`src/rtl/tsf_sync_loader.sv`:
```
// Beacon TSF adoption: drives the timer's falling-edge load port so the timer lands on remote+offset when the remote is ahead.
// Optional software absolute-load path guarded by TSF_SYNC_SW_LOAD_EN.
module tsf_sync_loader #(
  parameter int TIMER_WIDTH  = 64,
  parameter int OFFSET_WIDTH = 16,
  parameter int HOLD_CYCLES  = 2,
  parameter int MIN_DELTA    = 1
) (
  input  logic                    clk,
  input  logic                    rstn,
  input  logic [TIMER_WIDTH-1:0]  tsf_runtime_val,
  input  logic                    rx_ts_valid,
  output logic                    rx_ts_ready,
  input  logic [TIMER_WIDTH-1:0]  rx_ts,
  input  logic [OFFSET_WIDTH-1:0] rx_ts_offset,
  input  logic                    sw_load_req,
  input  logic [TIMER_WIDTH-1:0]  sw_load_val,
  output logic                    tsf_load_control,
  output logic [TIMER_WIDTH-1:0]  tsf_load_val,
  output logic                    busy,
  output logic                    done,
  output logic                    done_applied,
  output logic [TIMER_WIDTH-1:0]  last_delta,
  output logic [15:0]             adjust_count
);

  typedef enum logic [1:0] {IDLE, CALC, ASSERT, LOAD} state_t;

  localparam int CNT_W = (HOLD_CYCLES > 1) ? $clog2(HOLD_CYCLES) : 1;
  localparam logic [CNT_W-1:0]       HOLD_LAST = CNT_W'(HOLD_CYCLES - 1);
  localparam logic [TIMER_WIDTH-1:0] MIN_D     = TIMER_WIDTH'(MIN_DELTA);

  state_t                 state;
  logic [CNT_W-1:0]       hold_cnt;
  logic [TIMER_WIDTH-1:0] target;
  logic [TIMER_WIDTH-1:0] local_cap;
  logic [TIMER_WIDTH-1:0] delta;
  logic                   apply;
  logic                   ready_en;
  logic                   sw_win;

`ifdef TSF_SYNC_SW_LOAD_EN
  logic [TIMER_WIDTH-1:0] pending_val;
  logic                   sw_active;
  assign sw_win = sw_load_req;
`else
  assign sw_win = 1'b0;
  wire unused_sw = ^{sw_load_req, sw_load_val};
`endif

  // Negative deltas (MSB set) mean the remote is behind us and are never adopted.
  assign delta       = target - local_cap;
  assign apply       = !delta[TIMER_WIDTH-1] && (delta >= MIN_D);
  // ready_en keeps ready low while in reset and for the first cycle after release.
  assign rx_ts_ready = ready_en && (state == IDLE) && !sw_win;
  assign busy        = (state != IDLE);

  always_ff @(posedge clk or negedge rstn) begin
    if (!rstn) begin
      state            <= IDLE;
      hold_cnt         <= '0;
      target           <= '0;
      local_cap        <= '0;
      ready_en         <= 1'b0;
      tsf_load_control <= 1'b0;
      tsf_load_val     <= '0;
      done             <= 1'b0;
      done_applied     <= 1'b0;
      last_delta       <= '0;
      adjust_count     <= '0;
`ifdef TSF_SYNC_SW_LOAD_EN
      pending_val      <= '0;
      sw_active        <= 1'b0;
`endif
    end else begin
      ready_en     <= 1'b1;
      done         <= 1'b0;
      done_applied <= 1'b0;
      case (state)
        IDLE: begin
`ifdef TSF_SYNC_SW_LOAD_EN
          if (sw_win && ready_en) begin
            pending_val      <= sw_load_val;
            sw_active        <= 1'b1;
            hold_cnt         <= '0;
            tsf_load_control <= 1'b1;
            state            <= ASSERT;
          end else
`endif
          if (rx_ts_valid && rx_ts_ready) begin
            target    <= rx_ts + TIMER_WIDTH'(rx_ts_offset);
            local_cap <= tsf_runtime_val;
            state     <= CALC;
          end
        end
        CALC: begin
          last_delta <= delta;
          if (apply) begin
            hold_cnt         <= '0;
            tsf_load_control <= 1'b1;
            state            <= ASSERT;
          end else begin
            done  <= 1'b1;
            state <= IDLE;
          end
        end
        ASSERT: begin
          if (hold_cnt == HOLD_LAST) begin
            tsf_load_control <= 1'b0;
            state            <= LOAD;
            // +2 covers this cycle and the LOAD cycle before the timer takes the value.
`ifdef TSF_SYNC_SW_LOAD_EN
            tsf_load_val <= sw_active ? pending_val
                                      : tsf_runtime_val + TIMER_WIDTH'(2) + last_delta;
`else
            tsf_load_val <= tsf_runtime_val + TIMER_WIDTH'(2) + last_delta;
`endif
          end else begin
            hold_cnt <= hold_cnt + CNT_W'(1);
          end
        end
        LOAD: begin
          done         <= 1'b1;
          done_applied <= 1'b1;
          if (adjust_count != 16'hFFFF) adjust_count <= adjust_count + 16'd1;
`ifdef TSF_SYNC_SW_LOAD_EN
          sw_active <= 1'b0;
`endif
          state <= IDLE;
        end
        default: state <= IDLE;
      endcase
    end
  end

endmodule

```
`config.mk`:
```
export PLATFORM = sky130hd
export DESIGN_NAME = tsf_sync_loader
export DESIGN_NICKNAME = d
export VERILOG_FILES = /design/src/rtl/tsf_sync_loader.sv
export SDC_FILE = /design/constraint.sdc
export NUM_CORES = 1
export LEC_CHECK = 0
export ABC_AREA = 0
export CORE_MARGIN = 10
export CORE_UTILIZATION = 30
export CTS_BUF_LIST = sky130_fd_sc_hd__clkbuf_2 sky130_fd_sc_hd__clkbuf_4 sky130_fd_sc_hd__clkbuf_8
export DETAILED_ROUTE_END_ITERATION = 6
export PLACE_DENSITY = 0.49
export SYNTH_ARGS = -nofsm -noshare
export SYNTH_HDL_FRONTEND = slang
export SYNTH_SLANG_ARGS = --single-unit
```
`constraint.sdc`:
```
create_clock -name clk -period 7 [get_ports clk]
set_input_delay 1.05 -clock clk [delete_from_list [all_inputs] [get_ports clk]]
set_output_delay 1.05 -clock clk [all_outputs]
set_load 0.01 [all_outputs]
```
-- Yosys cells after proc, flatten, opt, wreduce, memory -nomap -nowiden
Index checks and enable logic that the tools add are counted.
- register bits: 279
- input port bits: 212
- output and inout port bits: 149
- word-level logic and storage cells: 51
- add/sub/neg operators: 6
- order comparisons: 1
- equality and inequality tests: 7
- muxes and demuxes: 13
- reductions and logical operators: 13
- operators by type and width (operator ; number):
    $add A64 B16 Y64 ; 1
    $add A64 B2 Y64 const B ; 1
    $add A64 B64 Y64 ; 1
    $ge A64 B1 Y1 const B ; 1
    $sub A64 B64 Y64 ; 1
    $add A16 B1 Y16 const B ; 1
    $ne A16 B16 Y1 const B ; 1
    $reduce_and A2 Y1 ; 5
    $pmux W2 S4 ; 1
    $mux W1 ; 6
    $mux W2 ; 3
    $pmux W1 S2 ; 3
    $eq A2 B2 Y1 const B ; 2
    $ne A2 B2 Y1 const B ; 2
    $reduce_bool A2 Y1 ; 2
    $logic_and A1 B1 Y1 ; 3
    $reduce_and A3 Y1 ; 1
    $eq A2 B1 Y1 const B ; 1
    $logic_not A2 Y1 ; 1
    $ne A2 B1 Y1 const B ; 1
    $add A1 B1 Y1 const B ; 1
    $logic_not A1 Y1 ; 1

-- Depth between registers and ports, before layout
Gate-level depths: netlist of run 1.
- depth after elaboration: 5
- mapped depth: 18
- gate-level depth less buffers: 18

-- Worst setup path after synthesis of run 1
OpenSTA, ideal clock, no wires.
- path type: input -> register
- start: input tsf_runtime_val[1]
- end: register tsf_load_val[57]
- setup time: 69 ps
- arrival time: 4165 ps
- data required time: 6931 ps
- slack: 2766 ps
- stages: 18
- path buffers: 0
- path through: inv_1 ha_1 inv_1 ha_1 inv_1 fa_1 nor2b_1 o21a_1 o21ai_0 a211oi_1 o211ai_1 nand4_1 nand2_1 o31ai_1 a31o_2 a21oi_1 or4_1 nand3_1
- cells in the longest elaborated chain, start to end: 2
- ends and longest elaborated chain (item ; RTL line ; source):
    start: declaration ; 11 ; input logic [TIMER_WIDTH-1:0] tsf_runtime_val,
    $add A64 B2 Y64 ; 116 ; tsf_load_val <= tsf_runtime_val + TIMER_WIDTH'(2) + last_delta;
    $add A64 B64 Y64 ; 116 ;
    end signal: assignment ; 116 ;
    end: declaration ; 19 ; output logic [TIMER_WIDTH-1:0] tsf_load_val,
Every way passes these cells.
A chain may end at the register's enable or synchronous reset.

-- Worst setup path in the final report of run 1
- start: register target[0]
- end: register hold_cnt
- cells in the longest elaborated chain, start to end: 5
- elaborated cells on any way between the ends: 6
- classes of those cells: add/sub: 1; order compare: 1; eq/ne: 1; reduce/logical: 3
- ends and longest elaborated chain (item ; RTL line ; source):
    start: declaration ; 35 ; logic [TIMER_WIDTH-1:0] target;
    start signal: assignment ; 91 ; target <= rx_ts + TIMER_WIDTH'(rx_ts_offset);
    $sub A64 B64 Y64 * ; 52 ; assign delta = target - local_cap;
    $ge A64 B1 Y1 or $logic_not A1 Y1 (tied branches) ; 53 ; assign apply = !delta[TIMER_WIDTH-1] && (delta >= MIN_D);
    $logic_and A1 B1 Y1 * ; 53 ;
    $ne A2 B2 Y1 (no source line) * ; - ;
    $reduce_and A2 Y1 (no source line) * ; - ;
    end signal: assignment ; 119 ; hold_cnt <= hold_cnt + CNT_W'(1);
    end: declaration ; 34 ; logic [CNT_W-1:0] hold_cnt;
Mark *: on every way between the ends. The rest lies on a longest branch, timed or not.

==> results of run 1 <==
layout make-up:
| class | count | area share (%) |
|---|---|---|
| flip-flops and latches | 279 | 27.5 |
| multi-input cells | 1946 | 50.5 |
| repair buffers | 303 | 11.9 |
| inverters | 106 | 1.57 |
| well taps | 882 | 4.34 |
| clock inverters | 9 | 0.374 |
| clock buffers | 78 | 3.81 |
| diodes | 3 | 0.0295 |
how the worst max path moves through the flow:
stage                                from                      endpoint  slack (ns)  cells after the start
global route        target[0]$_DFFE_PN0P_          hold_cnt$_DFFE_PN0P_        1.61                     16
finish              target[0]$_DFFE_PN0P_          hold_cnt$_DFFE_PN0P_        1.76                     16
floorplan              tsf_runtime_val[1]  tsf_load_val[57]$_DFFE_PN0P_        2.77                     18
global placement       tsf_runtime_val[1]  tsf_load_val[55]$_DFFE_PN0P_        1.45                     19
detailed placement     tsf_runtime_val[1]  tsf_load_val[55]$_DFFE_PN0P_        1.45                     19
CTS                 target[0]$_DFFE_PN0P_          hold_cnt$_DFFE_PN0P_        1.92                     16
cell usage in the layout (no fill, tap or decap), types with 5 or more instances in the layout:
master	instances
nor2_1	105
o31ai_1	19
clkdlybuf4s50_1	294
and2_1	16
o31a_1	6
nor2b_1	19
a31o_2	5
o21ai_0	281
o2111ai_1	9
o21a_1	34
o21ai_1	16
nand2_1	379
inv_1	106
nand4_1	50
clkinv_2	7
clkbuf_8	61
or4_1	7
dfrtp_1	279
mux2_2	33
buf_4	7
nor3b_1	7
or3_1	9
nand3_1	66
a211oi_1	17
nor3_1	31
and3_1	41
nor4_1	13
and4_1	6
nand2b_1	15
o211ai_1	14
a31oi_1	17
xor2_1	86
o21bai_1	11
a21boi_0	7
a21o_1	79
a21oi_1	161
xnor2_1	92
ha_1	205
clkbuf_4	17
worst reg2reg max path: stages (launching register included):
cell	delay, ns
dfrtp_1	0.35
inv_1	0.09
ha_1	0.18
inv_1	0.06
fa_1	0.43
a211oi_1	0.36
o21ai_0	0.20
a21oi_1	0.41
nor4_1	0.16
o31ai_1	0.83
a31oi_1	0.21
xor2_1	0.25
a2111oi_0	0.80
nor4bb_1	0.32
nand4_1	0.19
nand2_1	0.20
o21a_1	0.14
metrics by stage:
stage	hold WS, ns	power [mW]	instances	cell area [sq um]	util (%)
floorplan	0.450	9.52	2444	20600	-
detailed placement	0.469	13.3	3516	24300	35.6
global route	0.437	16.3	3606	25400	37.2
global placement	0.466	13.2	3516	24300	35.6
CTS	0.409	15.0	3603	25400	37.2
finish	0.371	15.0	3606	25400	37.2
kinds of logic after synthesis:
family | synth area share (%)
flops | 33.9
mux | 1.95
buf+inv | 4.05
fa+ha+maj | 12.7
other cells | 0.0182
xor+xnor | 7.56
compound gates | 21.9
simple gates | 17.9
synthesized netlist by cell type (all sizes together), types with 32 or more instances:
library cell / n / area share (%)
nand3: 66 / 1.6
clkbuf: 101 / 1.8
nor3: 32 / 0.78
and3: 42 / 1.3
a21o: 80 / 2.9
o21ai: 298 / 7.3
xnor2: 92 / 3.9
nand2: 381 / 6.9
nor2: 105 / 1.9
a21oi: 162 / 4.0
xor2: 86 / 3.7
mux2: 33 / 1.8
dfrtp: 279 / 34
inv: 106 / 1.9
ha: 205 / 12
nand4: 51 / 1.6
o21a: 34 / 1.2
sequential cells by signal (all words and copies together) (netlist names), 16 cells and up, named ones only:
register,count
adjust_count,16
last_delta,64
local_cap,64
target,64
tsf_load_val,64
per-layer routing:
layer  global-route usage [%]  vias to the layer above  part of all wire [%]  wire length [um]
li1                         -                     9229                     -                 -
met1                     27.2                     8828                    50             38000
met2                     27.8                      424                    42             32100
met3                     3.47                      107                   5.4              4130
met5                        0                        -                 0.029                22
met4                     5.92                        4                   2.9              2240
power by group:
| group | switching, mW | internal, mW | total (mW) |
|---|---|---|---|
| logic | 6.23 | 4.03 | 10.3 |
| registers | 0.632 | 2.40 | 3.03 |
| clock network | 0.729 | 0.945 | 1.67 |
==> flow_summary.toml, run 1 <==
[clock_tree]
path_clk_slew_ns = 0.06
clkLatencyLatePin_ns = 0.66
cts_made_buffers = 52
cts_resized = 0
cts-root-buf = "clkbuf_8"
post_cts_buffers = 0
h-tree-depth = 2
hold_buffers = 0
cts.sinks = 279
clockBufferDepth = 3
cts_tree = "built"

[sta]
finalCritPeriodShare_pct = 74.8
setup_slack_ns = 1.76
worst-slew-pin-transition_ns = 1.15
fmax_mhz = 191
tns_ns = 0
slew_violations = 0
skew_ns = 0.0324
max_slew_margin_pct = 23.3
final_hold_viol_count = 0
post-route-min-period_ns = 5.24
rsz0062_at_grt = "false"
setup_viol = 0

[worst_setup_path]
reg2reg_from = "target[0]$_DFFE_PN0P_"
crit_arrival_ns = 5.82
rr_endpoint = "hold_cnt$_DFFE_PN0P_"
cp_max_fo = 5
cp_top_family = "compound AO/OA/AOI/OAI gates"
reg2reg_slack_ns = 1.76
cp-end-kind = "register"
cp_common_cell = "inv_1"
required_ns = 7.58
slowest_delay_ns = 0.83
cp-start-kind = "register"
crit_chain = "inv_1, ha_1, inv_1, fa_1, a211oi_1, o21ai_0, a21oi_1, nor4_1, o31ai_1, a31oi_1, xor2_1, a2111oi_0, nor4bb_1, nand4_1, nand2_1, o21a_1"
crit_buf_inv = 2
rr_worst_depth = 16
slowest_stage = "o31ai_1"
criticalPathCategory = "reg2reg"

[global_routing]
antenna_found_initial = 5
grt_pass1_wl_mm = 115
grt_pass1_vias = 18511
grtUsageTotal_pct = 18.8
grt_max_degree = 108
grt_overflow = 0

[logic_synthesis]
ys_ff_latch = 279
seq_area_frac_synth_pct = 33.9
synth-edff-count = 0
synth_flop_cell = "dfrtp_1"
syn_inst = 2444
synth_area_sq_um = 20600
synth.distinct_cells = 87
syn_area_per_cell_sq_um = 8.43
yosys_warnings = 0
syn-num-nets = 2864
async_reset_ff_share_pct = 100

[drt]
totalWireLength_mm = 76.5
routed_via_density = 5.16
drtAntennaViolNets = 0
drc = 0
firstDrtPassIters = 5
wl_per_cell_um = 21.2
via_count = 18592
drt-initial-drc-count = 1182

[layout]
fillers = 7033
multi_input_area_sq_um = 12800
nets = 3108
seqCellArea_sq_um = 6980
syn_to_final_growth_pct = 23.3
drive_gt1_share_pct = 5.99

[die]
fp.dieArea_sq_um = 79600
rows = 96
die_h_um = 282
io_pins = 361
coreArea_sq_um = 68300
die_w_um = 282
floorplan.initialDensity_pct = 30.2

[run_status]
status = "completed"

[placement]
place_ws_ns = 1.45
hpwl_mm = 63.0
place_congestion = 0.926
io_buffers = 295

[worst_hold_path]
hold_class = "in2async"

[flow_run]
maxCapViolCount = 0

[power_and_ir_drop]
p_per_area_nw_per_um2 = 589
leakagePower_nw = 11.3
max-vdd-ir-drop_v = 0.000183
Power figures use the tool's default switching activity.
==> inputs of run 2 (changes only) <==
==> constraint.sdc (replaced) <==
create_clock -name clk -period 5.05 [get_ports clk]
set_input_delay 0.7575 -clock clk [delete_from_list [all_inputs] [get_ports clk]]
set_output_delay 0.7575 -clock clk [all_outputs]
set_load 0.01 [all_outputs]
==> run 2 against run 1 <==
First-iteration DRC count shrank 1.9%. Wire length grew 0.90%. Power grew 41%. Highest routed layer unchanged.
==> flow_summary.toml, run 2 (synthesized netlist as in run 1, its figures left out) <==
[drt]
met1_length_mm = 38.2
wl_per_cell_um = 21.2
met2_length_mm = 32.9
routed.top_layer = "met5"
drtAntennaViolNets = 0
via_count = 18764
drt-initial-drc-count = 1160
wl_met3_mm = 4.35
routed_via_density = 5.16
firstDrtPassIters = 5
drc = 0
totalWireLength_mm = 77.2

[placement]
hpwl_mm = 63.1
io_buffers = 295
placed_cells = 3540
place_area_sq_um = 24500
place_ws_ns = -0.0315
place_congestion = 0.932

[global_routing]
grt_overflow = 0
antenna_found_initial = 4
grt_pass1_wl_mm = 117
grt_max_degree = 109
grtUsageTotal_pct = 19.0
grt_pass1_vias = 18623

[worst_setup_path]
crit_arrival_ns = 5.09
slowest_delay_ns = 0.57
reg2reg_slack_ns = 0.50
cp_top_family = "compound AO/OA/AOI/OAI gates"
crit_chain = "inv_1, ha_1, and2_1, a31o_1, a21oi_1, a31oi_1, a21boi_1, o21ai_0, a211oi_1, o21ai_0, nor4b_1, buf_4, nand4_1, nand2_1, nand2_1"
criticalPathCategory = "reg2reg"
cp_max_fo = 10
slowest_stage = "a21boi_1"
crit_buf_inv = 2
required_ns = 5.59
cp-end-kind = "register"
cp-start-kind = "register"

[die]
coreArea_sq_um = 68300
floorplan.initialDensity_pct = 30.2
rows = 96
die_h_um = 282
die_w_um = 282
fp.dieArea_sq_um = 79600
io_pins = 361

[worst_hold_path]
hold_class = "in2async"

[clock_tree]
cts-root-buf = "clkbuf_8"
clockBufferDepth = 3
cts_resized = 0
cts.sinks = 279
cts_tree = "built"
hold_buffers = 0
cts_made_buffers = 53
path_clk_slew_ns = 0.07
clkLatencyLatePin_ns = 0.67
post_cts_buffers = 0
h-tree-depth = 2

[sta]
max_slew_margin_pct = 21.3
whs_ns = 0.101
slew_violations = 0
setup_slack_ns = 0.496
post-route-min-period_ns = 4.55
rsz0062_at_grt = "false"
skew_ns = 0.0406
fmax_mhz = 220
setup_viol = 0
tns_ns = 0
final_hold_viol_count = 0
worst-slew-pin-transition_ns = 1.18
finalCritPeriodShare_pct = 90.2

[run_status]
status = "completed"

[layout]
fin_cells = 3639
syn_to_final_growth_pct = 25.0
nets = 3133
utilization_pct = 37.7
final_common_cell = "nand2_1"
final_area_sq_um = 25800
drive_gt1_share_pct = 7.08
fillers = 6957
final_cell_mix = "nand2_1, clkdlybuf4s50_1, o21ai_0, dfrtp_1, ha_1"

[power_and_ir_drop]
leakagePower_nw = 11.5
p_per_area_nw_per_um2 = 822
max-vdd-ir-drop_v = 0.000233
finalPower_mw = 21.2

[flow_run]
maxCapViolCount = 0
==> run 2: cell count changes in the layout (fill, tap and decap cells not counted), sizes merged <==
cell      before  now
diode          3    4
buf            9   33
bufinv         2    4
clkinvlp       0    4
clkbuf        78   80
==> run 2: path summary, 6_finish.rpt <==
| path | end | depth (start not counted) | startpoint |
|---|---|---|---|
| max reg2reg | tsf_load_control$_DFFE_PN0P_ | 15 | local_cap[35]$_DFFE_PN0P_ |
| max | tsf_load_control$_DFFE_PN0P_ | 15 | local_cap[35]$_DFFE_PN0P_ |
| min in group clk | tsf_load_val[38]$_DFFE_PN0P_ | 2 | tsf_load_val[38]$_DFFE_PN0P_ |
| max in group asynchronous | local_cap[14]$_DFFE_PN0P_ | 2 | rstn |
| min reg2reg | tsf_load_val[38]$_DFFE_PN0P_ | 2 | tsf_load_val[38]$_DFFE_PN0P_ |
| min | tsf_load_val[50]$_DFFE_PN0P_ | 1 | rstn |
==> run 2: worst register-to-register path: stages (launching register included) <==
cell and delay (ns):
dfrtp_1 0.36, inv_1 0.19, ha_1 0.39, and2_1 0.25, a31o_1 0.23, a21oi_1 0.20, a31oi_1 0.22, a21boi_1 0.57
o21ai_0 0.36, a211oi_1 0.52, o21ai_0 0.24, nor4b_1 0.32, buf_4 0.17, nand4_1 0.13, nand2_1 0.20, nand2_1 0.08
==> run 2: power breakdown <==
group	total (mW)	switching (mW)	leakage [nW]	internal, mW
registers	4.18	0.863	3.45	3.32
clock network	2.56	1.07	0.626	1.49
logic	14.4	8.70	7.44	5.73
==> run 2: layout make-up <==
type                       count  area [sq um]  area share (%)
clock buffer                  80          1020            3.96
multi-input combinational   1946         12800            49.8
timing repair buffer         327          3220            12.5
antenna                        4          10.0          0.0389
tap                          882          1100            4.28
clock inverter                15           189           0.734
inverter                     106           398            1.54
sequential                   279          6980            27.1
==> run 2: routing by layer <==
layer  GRT usage (%)  vias to the layer above
li1                -                     9314
met1            27.4                     8912
met2            28.6                      445
met3            3.43                       91
met4            4.95                        2
met5               0                        -
==> inputs of run 3 (changes only) <==
--- a/config.mk
+++ b/config.mk
@@ -6,6 +6,7 @@
 export NUM_CORES = 1
 export LEC_CHECK = 0
 export ABC_AREA = 0
+export ABC_CLOCK_PERIOD_IN_PS = 5050
 export CORE_MARGIN = 10
 export CORE_UTILIZATION = 30
 export CTS_BUF_LIST = sky130_fd_sc_hd__clkbuf_2 sky130_fd_sc_hd__clkbuf_4 sky130_fd_sc_hd__clkbuf_8
==> constraint.sdc (replaced) <==
create_clock -name clk -period 5.05 [get_ports clk]
set_input_delay 1.01 -clock clk [delete_from_list [all_inputs] [get_ports clk]]
set_output_delay 1.01 -clock clk [all_outputs]
set_load 0.01 [all_outputs]
==> run 3 against run 2 <==
Power grew 1.2%. Register-to-register slack hardly changed. First-iteration DRC count rose by 17%. Largest power group unchanged. Highest routed layer is now met4.
==> flow_summary.toml, run 3 (synthesized netlist as in run 1, its figures left out) <==
[global_routing]
grt_overflow = 0
antenna_found_initial = 5
grt_pass1_vias = 18861
grtUsageTotal_pct = 19.1
grt_max_degree = 89
grt_pass1_wl_mm = 117

[sta]
skew_ns = 0.0454
setup_viol = 0
finalCritPeriodShare_pct = 91.7
post-route-min-period_ns = 4.63
max_slew_margin_pct = 20.0
worst-slew-pin-transition_ns = 1.20
slew_violations = 0
setup_slack_ns = 0.421
fmax_mhz = 216
final_hold_viol_count = 0
rsz0062_at_grt = "false"

[run_status]
status = "completed"

[layout]
nets = 3170
final_cell_mix = "nand2_1, clkdlybuf4s50_1, o21ai_0, dfrtp_1, ha_1"
final_area_sq_um = 26000
utilization_pct = 38.1
final_common_cell = "nand2_1"
syn_to_final_growth_pct = 26.3
drive_gt1_share_pct = 8.25

[worst_setup_path]
slowest_delay_ns = 0.49
cp-end-kind = "register"
crit_arrival_ns = 5.13
cp-start-kind = "primary input"
cp_max_fo = 3
criticalPathCategory = "in2reg"
cp_top_family = "compound AO/OA/AOI/OAI gates"
required_ns = 5.55
crit_buf_inv = 4
crit_chain = "clkdlybuf4s50_1, inv_1, ha_1, inv_1, ha_1, inv_1, fa_1, nor2b_1, o21a_1, o21ai_0, a211oi_1, o211ai_1, a31oi_1, a31oi_1, a21oi_1, o21ai_0, o31ai_1, xnor2_1, o21ai_0"
slowest_stage = "clkdlybuf4s50_1"

[power_and_ir_drop]
finalPower_mw = 21.4
p_per_area_nw_per_um2 = 823
leakagePower_nw = 11.7
max-vdd-ir-drop_v = 0.000203

[die]
rows = 96
floorplan.initialDensity_pct = 30.2
coreArea_sq_um = 68300
fp.dieArea_sq_um = 79600
io_pins = 361
die_h_um = 282
die_w_um = 282

[drt]
drt-initial-drc-count = 1358
routed_via_density = 5.10
wl_per_cell_um = 21.1
via_count = 18743
drc = 0
firstDrtPassIters = 6
drtAntennaViolNets = 0
totalWireLength_mm = 77.5

[clock_tree]
path_clk_slew_ns = 0.06
cts.sinks = 279
post_cts_buffers = 0
h-tree-depth = 2
cts-root-buf = "clkbuf_8"
cts_resized = 0
clockBufferDepth = 3
clkLatencyLatePin_ns = 0.66
hold_buffers = 0
cts_tree = "built"
cts_made_buffers = 52

[placement]
hpwl_mm = 63.7
place_ws_ns = -0.269
place_congestion = 0.894
place_area_sq_um = 24800
io_buffers = 295

[flow_run]
maxCapViolCount = 0

[worst_hold_path]
hold_class = "in2async"
==> run 3: changes by cell type in the layout (fill, tap and decap cells not counted) <==
cell,before,now
clkbuf_4,13,12
buf_12,2,3
clkinv_4,1,0
clkinvlp_4,4,0
clkbuf_8,67,66
bufinv_16,4,5
clkinv_2,6,9
buf_4,30,67
==> run 3: area by class of cell <==
| class | instances | area, sq um |
|---|---|---|
| antenna | 4 | 10.0 |
| inverter | 106 | 398 |
| sequential | 279 | 6980 |
| clock buffer | 78 | 998 |
| clock inverter | 14 | 195 |
| timing repair buffer | 365 | 3520 |
| fill | 7023 | 42300 |
| tap | 882 | 1100 |
| multi-input combinational | 1946 | 12800 |
==> run 3: worst paths after layout <==
| path | startpoint | end | slack (ns) | cells after the start |
|---|---|---|---|---|
| setup / recovery | tsf_runtime_val[1] | tsf_load_val[55]$_DFFE_PN0P_ | 0.42 | 19 |
| hold / removal | rstn | tsf_load_val[54]$_DFFE_PN0P_ | 0.29 | 1 |
| setup reg to reg | local_cap[35]$_DFFE_PN0P_ | hold_cnt$_DFFE_PN0P_ | 0.51 | 15 |
| hold reg to reg | tsf_load_val[15]$_DFFE_PN0P_ | tsf_load_val[15]$_DFFE_PN0P_ | 0.48 | 2 |
| max in group asynchronous | rstn | tsf_load_val[11]$_DFFE_PN0P_ | 3.82 | 2 |
| min in group clk | tsf_load_val[15]$_DFFE_PN0P_ | tsf_load_val[15]$_DFFE_PN0P_ | 0.48 | 2 |
==> run 3: per-stage QoR <==
stage	setup TNS, ns	std cells	hold WS (ns)
after detailed placement	-1.71	3578	0.468
after global placement	-1.52	3578	0.462
final	0	3674	0.289
after global routing	0	3674	0.284
after floorplan	0	2444	0.450
after CTS	0	3670	0.266
==> run 3: power breakdown <==
part,switching (mW),leakage (nW),internal [mW]
Clock,1.04,0.636,1.51
Sequential,0.883,3.45,3.32
Combinational,8.79,7.63,5.88
==> run 3: routing by layer <==
| layer | vias to the layer above | routed length (um) | track usage, % |
|---|---|---|---|
| met3 | 107 | 4030 | 2.95 |
| met4 | 0 | 2210 | 6.12 |
| met2 | 458 | 32800 | 28.3 |
| met5 | - | 0 | 0 |
| met1 | 8824 | 38500 | 27.9 |
| li1 | 9354 | - | - |
